--- src/rtl/axi_lite_xbar.sv ---
// AXI4-Lite 1-to-2 crossbar: LSU master to SRAM (slave 0) and UART (slave 1).
// Each request is latched, decoded against two address windows and replayed; misses get DECERR.
module axi_lite_xbar #(
    parameter logic [31:0] MEM_BASE  = 32'h8000_0000,
    parameter logic [31:0] MEM_SIZE  = 32'h0800_0000,
    parameter logic [31:0] UART_BASE = 32'ha000_03f8,
    parameter logic [31:0] UART_SIZE = 32'h0000_0008
) (
    input  logic        clk,
    input  logic        rst,
    input  logic [31:0] m_araddr,
    input  logic        m_arvalid,
    output logic        m_arready,
    output logic [31:0] m_rdata,
    output logic [1:0]  m_rresp,
    output logic        m_rvalid,
    input  logic        m_rready,
    input  logic [31:0] m_awaddr,
    input  logic        m_awvalid,
    output logic        m_awready,
    input  logic [31:0] m_wdata,
    input  logic [3:0]  m_wstrb,
    input  logic        m_wvalid,
    output logic        m_wready,
    output logic [1:0]  m_bresp,
    output logic        m_bvalid,
    input  logic        m_bready,
    output logic [31:0] s0_araddr,
    output logic        s0_arvalid,
    input  logic        s0_arready,
    input  logic [31:0] s0_rdata,
    input  logic [1:0]  s0_rresp,
    input  logic        s0_rvalid,
    output logic        s0_rready,
    output logic [31:0] s0_awaddr,
    output logic        s0_awvalid,
    input  logic        s0_awready,
    output logic [31:0] s0_wdata,
    output logic [3:0]  s0_wstrb,
    output logic        s0_wvalid,
    input  logic        s0_wready,
    input  logic [1:0]  s0_bresp,
    input  logic        s0_bvalid,
    output logic        s0_bready,
    output logic [31:0] s1_araddr,
    output logic        s1_arvalid,
    input  logic        s1_arready,
    input  logic [31:0] s1_rdata,
    input  logic [1:0]  s1_rresp,
    input  logic        s1_rvalid,
    output logic        s1_rready,
    output logic [31:0] s1_awaddr,
    output logic        s1_awvalid,
    input  logic        s1_awready,
    output logic [31:0] s1_wdata,
    output logic [3:0]  s1_wstrb,
    output logic        s1_wvalid,
    input  logic        s1_wready,
    input  logic [1:0]  s1_bresp,
    input  logic        s1_bvalid,
    output logic        s1_bready
);

    typedef enum logic [1:0] {R_IDLE, R_REQ, R_RESP, R_ERR} r_state_t;
    typedef enum logic [1:0] {W_IDLE, W_REQ, W_RESP, W_ERR} w_state_t;

    // Window limits in 33 bits so a window ending at 4 GiB cannot wrap.
    localparam logic [32:0] MEM_LO  = {1'b0, MEM_BASE};
    localparam logic [32:0] MEM_HI  = {1'b0, MEM_BASE} + {1'b0, MEM_SIZE};
    localparam logic [32:0] UART_LO = {1'b0, UART_BASE};
    localparam logic [32:0] UART_HI = {1'b0, UART_BASE} + {1'b0, UART_SIZE};

    // Returns {hit, target}; target 1 = UART, which wins on overlap.
    function automatic logic [1:0] decode(input logic [31:0] addr);
        logic [32:0] a;
        a = {1'b0, addr};
        if (a >= UART_LO && a < UART_HI)     decode = 2'b11;
        else if (a >= MEM_LO && a < MEM_HI)  decode = 2'b10;
        else                                 decode = 2'b00;
    endfunction

    r_state_t    r_state, r_next;
    logic [31:0] r_addr;
    logic        r_sel;
    logic [1:0]  r_dec;

    assign r_dec = decode(m_araddr);

    always_ff @(posedge clk) begin
        if (rst) begin
            r_state <= R_IDLE;
            r_addr  <= '0;
            r_sel   <= 1'b0;
        end else begin
            r_state <= r_next;
            if (r_state == R_IDLE && m_arvalid) begin
                r_addr <= m_araddr;
                r_sel  <= r_dec[0];
            end
        end
    end

    always_comb begin
        r_next     = r_state;
        m_arready  = 1'b0;
        m_rdata    = '0;
        m_rresp    = '0;
        m_rvalid   = 1'b0;
        s0_arvalid = 1'b0;
        s0_araddr  = '0;
        s0_rready  = 1'b0;
        s1_arvalid = 1'b0;
        s1_araddr  = '0;
        s1_rready  = 1'b0;
        case (r_state)
            R_IDLE: begin
                m_arready = 1'b1;
                if (m_arvalid) r_next = r_dec[1] ? R_REQ : R_ERR;
            end
            R_REQ: begin
                if (r_sel) begin
                    s1_arvalid = 1'b1;
                    s1_araddr  = r_addr;
                    if (s1_arready) r_next = R_RESP;
                end else begin
                    s0_arvalid = 1'b1;
                    s0_araddr  = r_addr;
                    if (s0_arready) r_next = R_RESP;
                end
            end
            R_RESP: begin
                if (r_sel) begin
                    m_rdata   = s1_rdata;
                    m_rresp   = s1_rresp;
                    m_rvalid  = s1_rvalid;
                    s1_rready = m_rready;
                    if (s1_rvalid && m_rready) r_next = R_IDLE;
                end else begin
                    m_rdata   = s0_rdata;
                    m_rresp   = s0_rresp;
                    m_rvalid  = s0_rvalid;
                    s0_rready = m_rready;
                    if (s0_rvalid && m_rready) r_next = R_IDLE;
                end
            end
            R_ERR: begin
                m_rvalid = 1'b1;
                m_rresp  = 2'b11;
                if (m_rready) r_next = R_IDLE;
            end
            default: r_next = R_IDLE;
        endcase
        if (rst) begin
            m_arready  = 1'b0;
            m_rdata    = '0;
            m_rresp    = '0;
            m_rvalid   = 1'b0;
            s0_arvalid = 1'b0;
            s0_araddr  = '0;
            s0_rready  = 1'b0;
            s1_arvalid = 1'b0;
            s1_araddr  = '0;
            s1_rready  = 1'b0;
        end
    end

    w_state_t    w_state, w_next;
    logic        aw_held, w_held, aw_done, w_done, w_sel;
    logic [31:0] aw_addr, w_data;
    logic [3:0]  w_strb;
    logic        aw_have, w_have, w_go;
    logic [1:0]  w_dec;
    logic        sel_awready, sel_wready;

    // Decode in the cycle the second of AW/W arrives so the slave sees valid one cycle later.
    assign aw_have     = aw_held || m_awvalid;
    assign w_have      = w_held || m_wvalid;
    assign w_go        = (w_state == W_IDLE) && aw_have && w_have;
    assign w_dec       = decode(aw_held ? aw_addr : m_awaddr);
    assign sel_awready = w_sel ? s1_awready : s0_awready;
    assign sel_wready  = w_sel ? s1_wready  : s0_wready;

    always_ff @(posedge clk) begin
        if (rst) begin
            w_state <= W_IDLE;
            aw_held <= 1'b0;
            w_held  <= 1'b0;
            aw_done <= 1'b0;
            w_done  <= 1'b0;
            w_sel   <= 1'b0;
            aw_addr <= '0;
            w_data  <= '0;
            w_strb  <= '0;
        end else begin
            w_state <= w_next;
            case (w_state)
                W_IDLE: begin
                    if (m_awvalid && !aw_held) begin
                        aw_addr <= m_awaddr;
                        aw_held <= 1'b1;
                    end
                    if (m_wvalid && !w_held) begin
                        w_data <= m_wdata;
                        w_strb <= m_wstrb;
                        w_held <= 1'b1;
                    end
                    if (w_go) begin
                        aw_held <= 1'b0;
                        w_held  <= 1'b0;
                        w_sel   <= w_dec[0];
                    end
                end
                W_REQ: begin
                    if (sel_awready) aw_done <= 1'b1;
                    if (sel_wready)  w_done  <= 1'b1;
                    if (w_next != W_REQ) begin
                        aw_done <= 1'b0;
                        w_done  <= 1'b0;
                    end
                end
                default: ;
            endcase
        end
    end

    always_comb begin
        w_next     = w_state;
        m_awready  = 1'b0;
        m_wready   = 1'b0;
        m_bresp    = '0;
        m_bvalid   = 1'b0;
        s0_awvalid = 1'b0;
        s0_awaddr  = '0;
        s0_wvalid  = 1'b0;
        s0_wdata   = '0;
        s0_wstrb   = '0;
        s0_bready  = 1'b0;
        s1_awvalid = 1'b0;
        s1_awaddr  = '0;
        s1_wvalid  = 1'b0;
        s1_wdata   = '0;
        s1_wstrb   = '0;
        s1_bready  = 1'b0;
        case (w_state)
            W_IDLE: begin
                m_awready = !aw_held;
                m_wready  = !w_held;
                if (w_go) w_next = w_dec[1] ? W_REQ : W_ERR;
            end
            W_REQ: begin
                if (w_sel) begin
                    s1_awvalid = !aw_done;
                    s1_awaddr  = aw_addr;
                    s1_wvalid  = !w_done;
                    s1_wdata   = w_data;
                    s1_wstrb   = w_strb;
                end else begin
                    s0_awvalid = !aw_done;
                    s0_awaddr  = aw_addr;
                    s0_wvalid  = !w_done;
                    s0_wdata   = w_data;
                    s0_wstrb   = w_strb;
                end
                if ((aw_done || sel_awready) && (w_done || sel_wready)) w_next = W_RESP;
            end
            W_RESP: begin
                if (w_sel) begin
                    m_bresp   = s1_bresp;
                    m_bvalid  = s1_bvalid;
                    s1_bready = m_bready;
                    if (s1_bvalid && m_bready) w_next = W_IDLE;
                end else begin
                    m_bresp   = s0_bresp;
                    m_bvalid  = s0_bvalid;
                    s0_bready = m_bready;
                    if (s0_bvalid && m_bready) w_next = W_IDLE;
                end
            end
            W_ERR: begin
                m_bvalid = 1'b1;
                m_bresp  = 2'b11;
                if (m_bready) w_next = W_IDLE;
            end
            default: w_next = W_IDLE;
        endcase
        if (rst) begin
            m_awready  = 1'b0;
            m_wready   = 1'b0;
            m_bresp    = '0;
            m_bvalid   = 1'b0;
            s0_awvalid = 1'b0;
            s0_awaddr  = '0;
            s0_wvalid  = 1'b0;
            s0_wdata   = '0;
            s0_wstrb   = '0;
            s0_bready  = 1'b0;
            s1_awvalid = 1'b0;
            s1_awaddr  = '0;
            s1_wvalid  = 1'b0;
            s1_wdata   = '0;
            s1_wstrb   = '0;
            s1_bready  = 1'b0;
        end
    end

endmodule
--- config.mk ---
export PLATFORM = sky130hd
export DESIGN_NAME = axi_lite_xbar
export DESIGN_NICKNAME = d
export VERILOG_FILES = /design/src/rtl/axi_lite_xbar.sv
export SDC_FILE = /design/constraint.sdc
export NUM_CORES = 1
export LEC_CHECK = 0
export ABC_AREA = 1
export CAP_MARGIN = 20
export CORE_AREA = 5 5 170 172
export DETAILED_ROUTE_END_ITERATION = 8
export DIE_AREA = 0 0 175 177
export SETUP_SLACK_MARGIN = 0.5
export SLEW_MARGIN = 20
export SYNTH_ARGS = -nofsm -noshare
export SYNTH_HDL_FRONTEND = slang
export SYNTH_SLANG_ARGS = --single-unit
--- constraint.sdc ---
create_clock -name clk -period 2.5 [get_ports clk]
set_input_delay 0.25 -clock clk [delete_from_list [all_inputs] [get_ports clk]]
set_output_delay 0.25 -clock clk [all_outputs]
set_load 0.005 [all_outputs]
# [Yosys cells after proc, flatten, opt, wreduce, memory -nomap -nowiden]
# Index checks and enable logic that the tools add are counted.
[totals] ramBits=0 mem_bits_ro=0 latch_bits=0 input_bits=189 mem_count=0 register_bits=110
[classes] mux=108 shift=0 n_div=0 n_bitwise=0 n_reduce_logical=36 n_addsub=0 eq_ne=13 magnitude_cmp=8 multipliers=0
[ops] cell="$mux 32" count=22
[ops] cell="$ge 32x32->1 const B" count=4
[ops] cell="$lt 32x32->1 const B" count=4
[ops] cell="$mux 1" count=50
[ops] cell="$mux 2" count=24
[ops] cell="$mux 4" count=6
[ops] cell="$pmux 2 s4" count=2
[ops] cell="$logic_and 1x1->1" count=14
[ops] cell="$reduce_and 2->1" count=7
[ops] cell="$ne 3x3->1 const B" count=4
[ops] cell="$eq 2x2->1 const B" count=4
[ops] cell="$pmux 2 s2" count=2
[ops] cell="$reduce_bool 2->1" count=4
[ops] cell="$reduce_and 6->1" count=1
[ops] cell="$eq 2x1->1 const B" count=2
[ops] cell="$logic_not 1->1" count=4
[ops] cell="$logic_not 2->1" count=2
[ops] cell="$logic_or 1x1->1" count=4
[ops] cell="$ne 2x2->1 const B" count=2
[ops] cell="$pmux 1 s2" count=2
[ops] cell="$ne 2x1->1 const B" count=1

# [Logic depth before layout (Yosys ltp)]
# Gate-level depths: netlist of run 1.
[depth] ltp_word=11 ltp_mapped=11

# [Worst setup path before layout of run 1]
# Ideal clock, no wire load.
[synth_path] kind="flip-flop to output port" startpoint="register w_state[0]" endpoint="output s0_awaddr[10]" path_stages_with_launch=7 n_path_buf=2 path_slack_ns=1.166 t_arrival_ns=1.084 path_cell_list="dfxtp_1 -> inv_2 -> nor2_4 -> inv_2 -> buf_6 -> buf_6 -> nor3_1"
[synth_via] elab_chain_len=3
[synth_lines] item="from (decl)" line="167" source="w_state_t w_state, w_next;"
[synth_lines] item="from (signal assigned)" line="195" source="w_state <= w_next;"
[synth_lines] item="$eq 2x1->1" line="244" source="case (w_state)"
[synth_lines] item="$mux 32" line="244"
[synth_lines] item="$mux 32" line="286" source="if (rst) begin"
[synth_lines] item="to (decl)" line="35" source="output logic [31:0] s0_awaddr,"
# Every way passes these cells.

# [Worst setup path after layout of run 1]
[layout_path] startpoint="register r_state[1]" endpoint="output s0_araddr[2]"
[layout_via] elab_chain_len=3
[layout_lines] item="from (decl)" line="82" source="r_state_t r_state, r_next;"
[layout_lines] item="from (signal assigned)" line="95" source="r_state <= r_next;"
[layout_lines] item="$eq 2x1->1" line="115" source="case (r_state)"
[layout_lines] item="$mux 32" line="115"
[layout_lines] item="$mux 32" line="153" source="if (rst) begin"
[layout_lines] item="to (decl)" line="28" source="output logic [31:0] s0_araddr,"
# Every way passes these cells.

==> impl_metrics.env, run 1 <==
export IMPL_required_ns=2.25
export IMPL_drive_above_1_share_pct=17.3
export IMPL_cap_viol_max_count=0
export IMPL_ir_drop_uv=359
export IMPL_dp_cells=1754
export IMPL_clock_skew_final_ns=0.0108
export IMPL_pwr_share_seq_pct=34.4
export IMPL_setup_viol=0
export IMPL_syn_inst=1026
export IMPL_port_buffers=439
export IMPL_place_congestion=0.840
export IMPL_crit_buf_inv=4
export IMPL_hp_class="register to register"
export IMPL_num_rows=61
export IMPL_overflow=0
export IMPL_drc_errors=0
export IMPL_combPwrFrac_pct=41.7
export IMPL_final_cells=1808
export IMPL_drtAntennaViolNets=0
export IMPL_max_slew_margin_rel_pct=48.2
export IMPL_cts_buffers=9
export IMPL_clkTransAtPathRegs_ns=0.09
export IMPL_vias=8369
export IMPL_syn2layout_area_growth_pct=83.6
export IMPL_yosysWarnings=0
export IMPL_grt_max_degree=81
export IMPL_grt_pass1_vias=8113
export IMPL_fmax_ghz=0.478
export IMPL_start_kind="register"
export IMPL_whs_ns=0.483
export IMPL_synth_edf_count=0
export IMPL_p_clk_share_pct=23.8
export IMPL_cts_root_buf="clkbuf_16"
export IMPL_worst_path_stages=7
export IMPL_p_leak_nw=5.86
export IMPL_clockBufferDepth=2
export IMPL_synth_ff_latch_count=110
export IMPL_rsz0062_at_grt="yes"
export IMPL_syn_num_nets=1215
export IMPL_tightest_slew_ns=0.777
export IMPL_dr_pass1_iters=4
export IMPL_drt_iter0_drc=391
export IMPL_crit_fanout=16
export IMPL_cts_hold_buf=0
export IMPL_insertion_delay_ns=0.36
export IMPL_drv_slew=0
export IMPL_antenna_found_initial=3
export IMPL_drt_wl_total_um=33200
export IMPL_post_synth_top_area_fraction_pct=33.2
export IMPL_worstHoldPathCells=2
export IMPL_finalHoldViolCount=0
export IMPL_htreeDepth=3
export IMPL_fin_crit_sh_pct=83.7
export IMPL_synth_most_common_cell="nand2_1"
export IMPL_core_area_um2=27300
export IMPL_synthTopCellsByCount="nand2_1 (156), a21oi_1 (143), inv_1 (133)"
export IMPL_io_pins=440
export IMPL_p_sw_mw=2.46
export IMPL_via_per_inst=4.63
export IMPL_crit_family="buffers and inverters"
export IMPL_p_sw_share_pct=38.4
export IMPL_dp_hpwl_um=24300
export IMPL_rr_worst_depth=6
export IMPL_wl_per_cell_um=18.4
export IMPL_p_per_area_nw_per_um2=526
export IMPL_synthArstFlopShare_pct=0
export IMPL_postSynthAreaPerCell_um2=6.46
export IMPL_cts_tree="done"
export IMPL_cts_sinks=110
export IMPL_worstSetupPathType="register to output pin"
export IMPL_yosysSeqAreaShare_pct=33.2
export IMPL_critical_path_max_stage_delay_ns=0.51
export IMPL_synth_area_um2=6630
export IMPL_fp_dieW_um=175
export IMPL_critPathSlowestCell="clkdlybuf4s50_1"
export IMPL_fin_setup_tns_ns=0
export IMPL_synth_area_leaders="dfxtp_1 (33%), a21oi_1 (11%), nand2_1 (8.8%), nor3_1 (8.2%), inv_1 (7.5%)"
export IMPL_track_usage_pct=19.9
export IMPL_end_kind="output pin"
export IMPL_synth_top_area_cell="dfxtp_1"
export IMPL_status="complete, no violations"
export IMPL_grt_pass1_wl_um=47500
export IMPL_synth_flop_cell="dfxtp_1"
export IMPL_fin_nets=1644
export IMPL_min_period_ns=2.09
export IMPL_internal_power_mw=3.94
export IMPL_die_y_um=177
export IMPL_dieArea_um2=31000
export IMPL_start_util_pct=24.3
export IMPL_crit_chain="inv_4 -> nand2_4 -> nor3_4 -> inv_2 -> buf_12 -> nor2_2 -> clkdlybuf4s50_1"
export IMPL_worstPathArrival_ns=1.84
export IMPL_synth_cell_types=26
[routing by layer]
layer | routed length [µm] | vias to the layer above | GRT usage, %
li1 | - | 4199 | -
met4 | 680 | 2 | 7.30
met3 | 2100 | 33 | 4.74
met2 | 17100 | 311 | 36.7
met5 | 14 | - | 0
met1 | 13300 | 3824 | 22.3
[worst paths after layout]
check	start	to	slack, ns
setup reg to reg	aw_held	aw_addr[19]	0.80
hold / removal	r_addr[17]	r_addr[17]	0.48
setup / recovery	r_state[1]	s0_araddr[2]	0.41
hold reg to reg	r_addr[17]	r_addr[17]	0.48
[power groups by stage]
stage	clock [mW]	combinational (mW)	sequential (mW)
3_5_place_dp	0	2.37	2.23
6_report	1.53	2.67	2.20
3_3_place_gp	0	2.35	2.23
5_1_grt	1.66	2.94	2.24
4_1_cts	1.58	2.56	2.20
2_1_floorplan	0	1.44	2.19
[logic make-up after synthesis]
logic type             count (synthesis)  synth area share (%)
and+or+nand+nor                      437                  31.9
AOI/OAI and AO/OA                    255                  19.4
buffers and inverters                224                  15.5
DFF                                  110                  33.2
[sequential cells by signal, indices dropped and copies added, names as in the netlist]
| signal | count |
|---|---|
| w_sel | 1 |
| w_data | 32 |
| w_held | 1 |
| w_done | 1 |
| aw_done | 1 |
| r_sel | 1 |
| r_state | 2 |
| aw_addr | 32 |
| w_strb | 4 |
| r_addr | 32 |
| aw_held | 1 |
| w_state | 2 |
[through the flow]
stage	area, µm²	utilization, %	power [mW]	worst slack, ns
after floorplan	6630	-	3.63	1.17
after global placement	11300	41.3	4.58	0.119
after detailed placement	11300	41.3	4.61	0.0652
after CTS	11800	43.3	6.34	0.276
after global routing	12200	44.6	6.83	0.304
final	12200	44.6	6.40	0.407
[repair_timing]
item,CTS,global route
resized for setup,267,228
cloned,10,2
setup endpoints to repair,250,168
pin swaps,4,3
buffers inserted,19,5
[placed cells by master (no fill, tap or decap), drive strengths merged, types with 2 or more instances in the layout]
cell / count
a21oi: 143
buf: 51
bufbuf: 4
clkbuf: 58
clkdlybuf4s15: 40
clkdlybuf4s50: 192
clkinv: 5
dfxtp: 110
diode: 2
dlygate4sd2: 127
dlymetal6s2s: 33
inv: 147
nand2: 156
nand3: 13
nand3b: 2
nand4: 4
nor2: 106
nor3: 151
nor4: 4
o2111ai: 2
o21ai: 109
[tightest hold or removal path, delay by kind of cell (launching register included)]
kind / cells / cell delay [ns]
DFF: 1 / 0.30
buffers and inverters: 1 / 0.07
AOI/OAI and AO/OA: 1 / 0.06
[cell type report]
type                    instances  area, µm²
clock inverters                 6       81.3
multi-input cells             692       3740
clock buffers                  10        229
diodes                          2       5.00
well taps                     346        433
repair inverters                5       46.3
repair buffers                495       4840
flip-flops and latches        110       2220
fillers                      2870      15100
inverters                     142        576
Power figures use the tool's default switching activity.
==> run 2: changes to the inputs <==
--- a/config.mk
+++ b/config.mk
@@ -7,9 +7,9 @@
 export LEC_CHECK = 0
 export ABC_AREA = 1
 export CAP_MARGIN = 20
-export CORE_AREA = 5 5 170 172
+export CORE_AREA = 5 5 166 168
 export DETAILED_ROUTE_END_ITERATION = 8
-export DIE_AREA = 0 0 175 177
+export DIE_AREA = 0 0 171 173
 export SETUP_SLACK_MARGIN = 0.5
 export SLEW_MARGIN = 20
 export SYNTH_ARGS = -nofsm -noshare
==> constraint.sdc (replaced) <==
create_clock -name clk -period 1.8 [get_ports clk]
set_input_delay 0.18 -clock clk [delete_from_list [all_inputs] [get_ports clk]]
set_output_delay 0.18 -clock clk [all_outputs]
set_load 0.005 [all_outputs]
==> run 2 against run 1 <==
Effect of this change:
- the flow now finishes with violations (negative setup slack)
- worst hold slack got worse by 0.058 ns
- count of clock-buffer cells in the layout unchanged
- sequential share of layout area decreased by 2.8 points
- via count increased by 9.0%
- combinational power increased by 120%
- die area decreased by 4.5%
- critical endpoint is now s0_awaddr[26]
- highest routed layer unchanged
==> impl_metrics.env, run 2 (same netlist as run 1, synthesis figures left out) <==
export IMPL_postLayoutCoreUtil_pct=55.7
export IMPL_die_y_um=173
export IMPL_dp_hpwl_um=24200
export IMPL_drt_wl_total_um=37500
export IMPL_p_per_area_nw_per_um2=770
export IMPL_core_area_um2=25800
export IMPL_dieArea_um2=29600
export IMPL_grt_max_degree=73
export IMPL_finalHoldViolCount=0
export IMPL_cts_buffers=9
export IMPL_hp_class="input port to register"
export IMPL_cts_root_buf="clkbuf_16"
export IMPL_fin_setup_tns_ns=-0.611
export IMPL_finalWorstSetupSlack_ns=-0.0402
export IMPL_start_util_pct=25.7
export IMPL_reg_top3="aw_addr x32, r_addr x32, w_data x32"
export IMPL_critPathSlowestCell="dfxtp_2"
export IMPL_grt_pass1_wl_um=51100
export IMPL_clockBufferDepth=2
export IMPL_max_slew_margin_rel_pct=58.7
export IMPL_crit_chain="inv_2 -> nor2_4 -> inv_8 -> buf_12 -> buf_12 -> buf_16 -> nor3_2 -> buf_2"
export IMPL_p_sw_mw=4.51
export IMPL_fin_nets=1739
export IMPL_wl_met2_um=19600
export IMPL_final_common_cell="buf_2"
export IMPL_io_pins=440
export IMPL_place_congestion=0.829
export IMPL_final_area_um2=14300
export IMPL_setup_viol=43
export IMPL_port_buffers=439
export IMPL_wl_per_cell_um=19.8
export IMPL_clock_skew_final_ns=0.0103
export IMPL_fp_dieW_um=171
export IMPL_violations="negative setup slack"
export IMPL_num_rows=59
export IMPL_syn2layout_area_growth_pct=116
export IMPL_cts_hold_buf=0
export IMPL_insertion_delay_ns=0.36
export IMPL_cts_tree="done"
export IMPL_p_clk_share_pct=18.0
export IMPL_crit_fanout=7
export IMPL_cap_viol_max_count=0
export IMPL_pre_cts_slack_ns=-0.510
export IMPL_dr_pass1_iters=5
export IMPL_rsz0062_at_grt="yes"
export IMPL_grt_pass1_vias=8626
export IMPL_min_period_ns=1.84
export IMPL_required_ns=1.62
export IMPL_via_per_inst=4.82
export IMPL_drc_errors=0
export IMPL_internal_power_mw=6.52
export IMPL_vias=9119
export IMPL_worstPathArrival_ns=1.66
export IMPL_p_leak_nw=6.67
export IMPL_fmax_ghz=0.543
export IMPL_track_usage_pct=22.0
export IMPL_drtAntennaViolNets=0
export IMPL_crit_top_cell="buf_12"
export IMPL_cts_sinks=110
export IMPL_whs_ns=0.426
export IMPL_highest_layer="met5"
export IMPL_fin_crit_sh_pct=102
export IMPL_dp_cells=1769
export IMPL_worstSetupPathType="register to output pin"
export IMPL_p_sw_share_pct=40.9
export IMPL_end_kind="output pin"
export IMPL_ir_drop_uv=435
export IMPL_status="finished, violations left"
export IMPL_clkTransAtPathRegs_ns=0.08
export IMPL_total_power_mw=11.0
export IMPL_start_kind="register"
export IMPL_wl_met1_um=14200
export IMPL_pwr_share_seq_pct=27.9
export IMPL_overflow=0
export IMPL_combPwrFrac_pct=54.2
export IMPL_drt_iter0_drc=501
export IMPL_dpl_cell_area_um2=11500
export IMPL_final_cell_mix="buf_2 (236), clkdlybuf4s50_1 (187), nand2_1 (132), inv_1 (125), dfxtp_1 (103)"
export IMPL_drv_slew=0
export IMPL_antenna_found_initial=4
export IMPL_tightest_slew_ns=0.620
export IMPL_critical_path_max_stage_delay_ns=0.34
export IMPL_htreeDepth=3
export IMPL_drive_above_1_share_pct=47.0
export IMPL_route_met3_wl_um=2590
export IMPL_final_cells=1890
run 2: final timing paths:
path / from / end / slack (ns) / depth (start not counted)
max: w_state[0] / s0_awaddr[26] / -0.04 / 8
min: m_wdata[10] / w_data[10] / 0.43 / 3
max reg2reg: r_state[1] / r_addr[18] / 0.25 / 10
min reg2reg: r_addr[7] / r_addr[7] / 0.51 / 2
run 2: worst max-delay path, delay by kind of cell (launching register included):
family	cells	cell delay (ns)
DFF	1	0.34
buffers and inverters	6	0.70
and+or+nand+nor	2	0.27
run 2: power by group through the flow:
stage | Sequential [mW] | Clock (mW) | Combinational [mW]
6_report | 3.08 | 1.98 | 5.98
5_1_grt | 3.12 | 2.14 | 6.38
4_1_cts | 3.05 | 2.04 | 4.43
3_5_place_dp | 3.08 | 0 | 3.42
3_3_place_gp | 3.07 | 0 | 3.39
2_1_floorplan | 3.05 | 0 | 2.00
run 2: per-layer routing:
| metal | vias up | track usage [%] |
|---|---|---|
| met5 | - | 0 |
| met4 | 6 | 6.80 |
| met3 | 57 | 5.14 |
| met2 | 361 | 40.3 |
| met1 | 4280 | 24.9 |
| li1 | 4415 | - |
run 2: repair_timing:
item / 4_1_cts / 5_1_grt
cloned: 22 / 20
buffers inserted: 32 / 31
resized for setup: 1112 / 456
endpoints found under the setup margin: 357 / 361
pin swaps: 12 / 49
run 2: layout make-up:
| cell class | count | area (µm²) |
|---|---|---|
| sequential | 110 | 2220 |
| timing repair buffer | 590 | 5570 |
| multi-input combinational | 692 | 5180 |
| clock inverter | 5 | 42.5 |
| timing repair inverter | 5 | 60.1 |
| antenna | 1 | 2.50 |
| clock buffer | 10 | 239 |
| inverter | 142 | 612 |
| tap | 335 | 419 |
| fill | 2387 | 11400 |
==> run 3: changes to the inputs <==
--- a/config.mk
+++ b/config.mk
@@ -6,7 +6,6 @@
 export NUM_CORES = 1
 export LEC_CHECK = 0
 export ABC_AREA = 1
-export CAP_MARGIN = 20
 export CORE_AREA = 5 5 166 168
 export DETAILED_ROUTE_END_ITERATION = 8
 export DIE_AREA = 0 0 171 173
==> results of run 3 <==
Same layout as run 2: the final DEF is identical, and so are final timing and power.
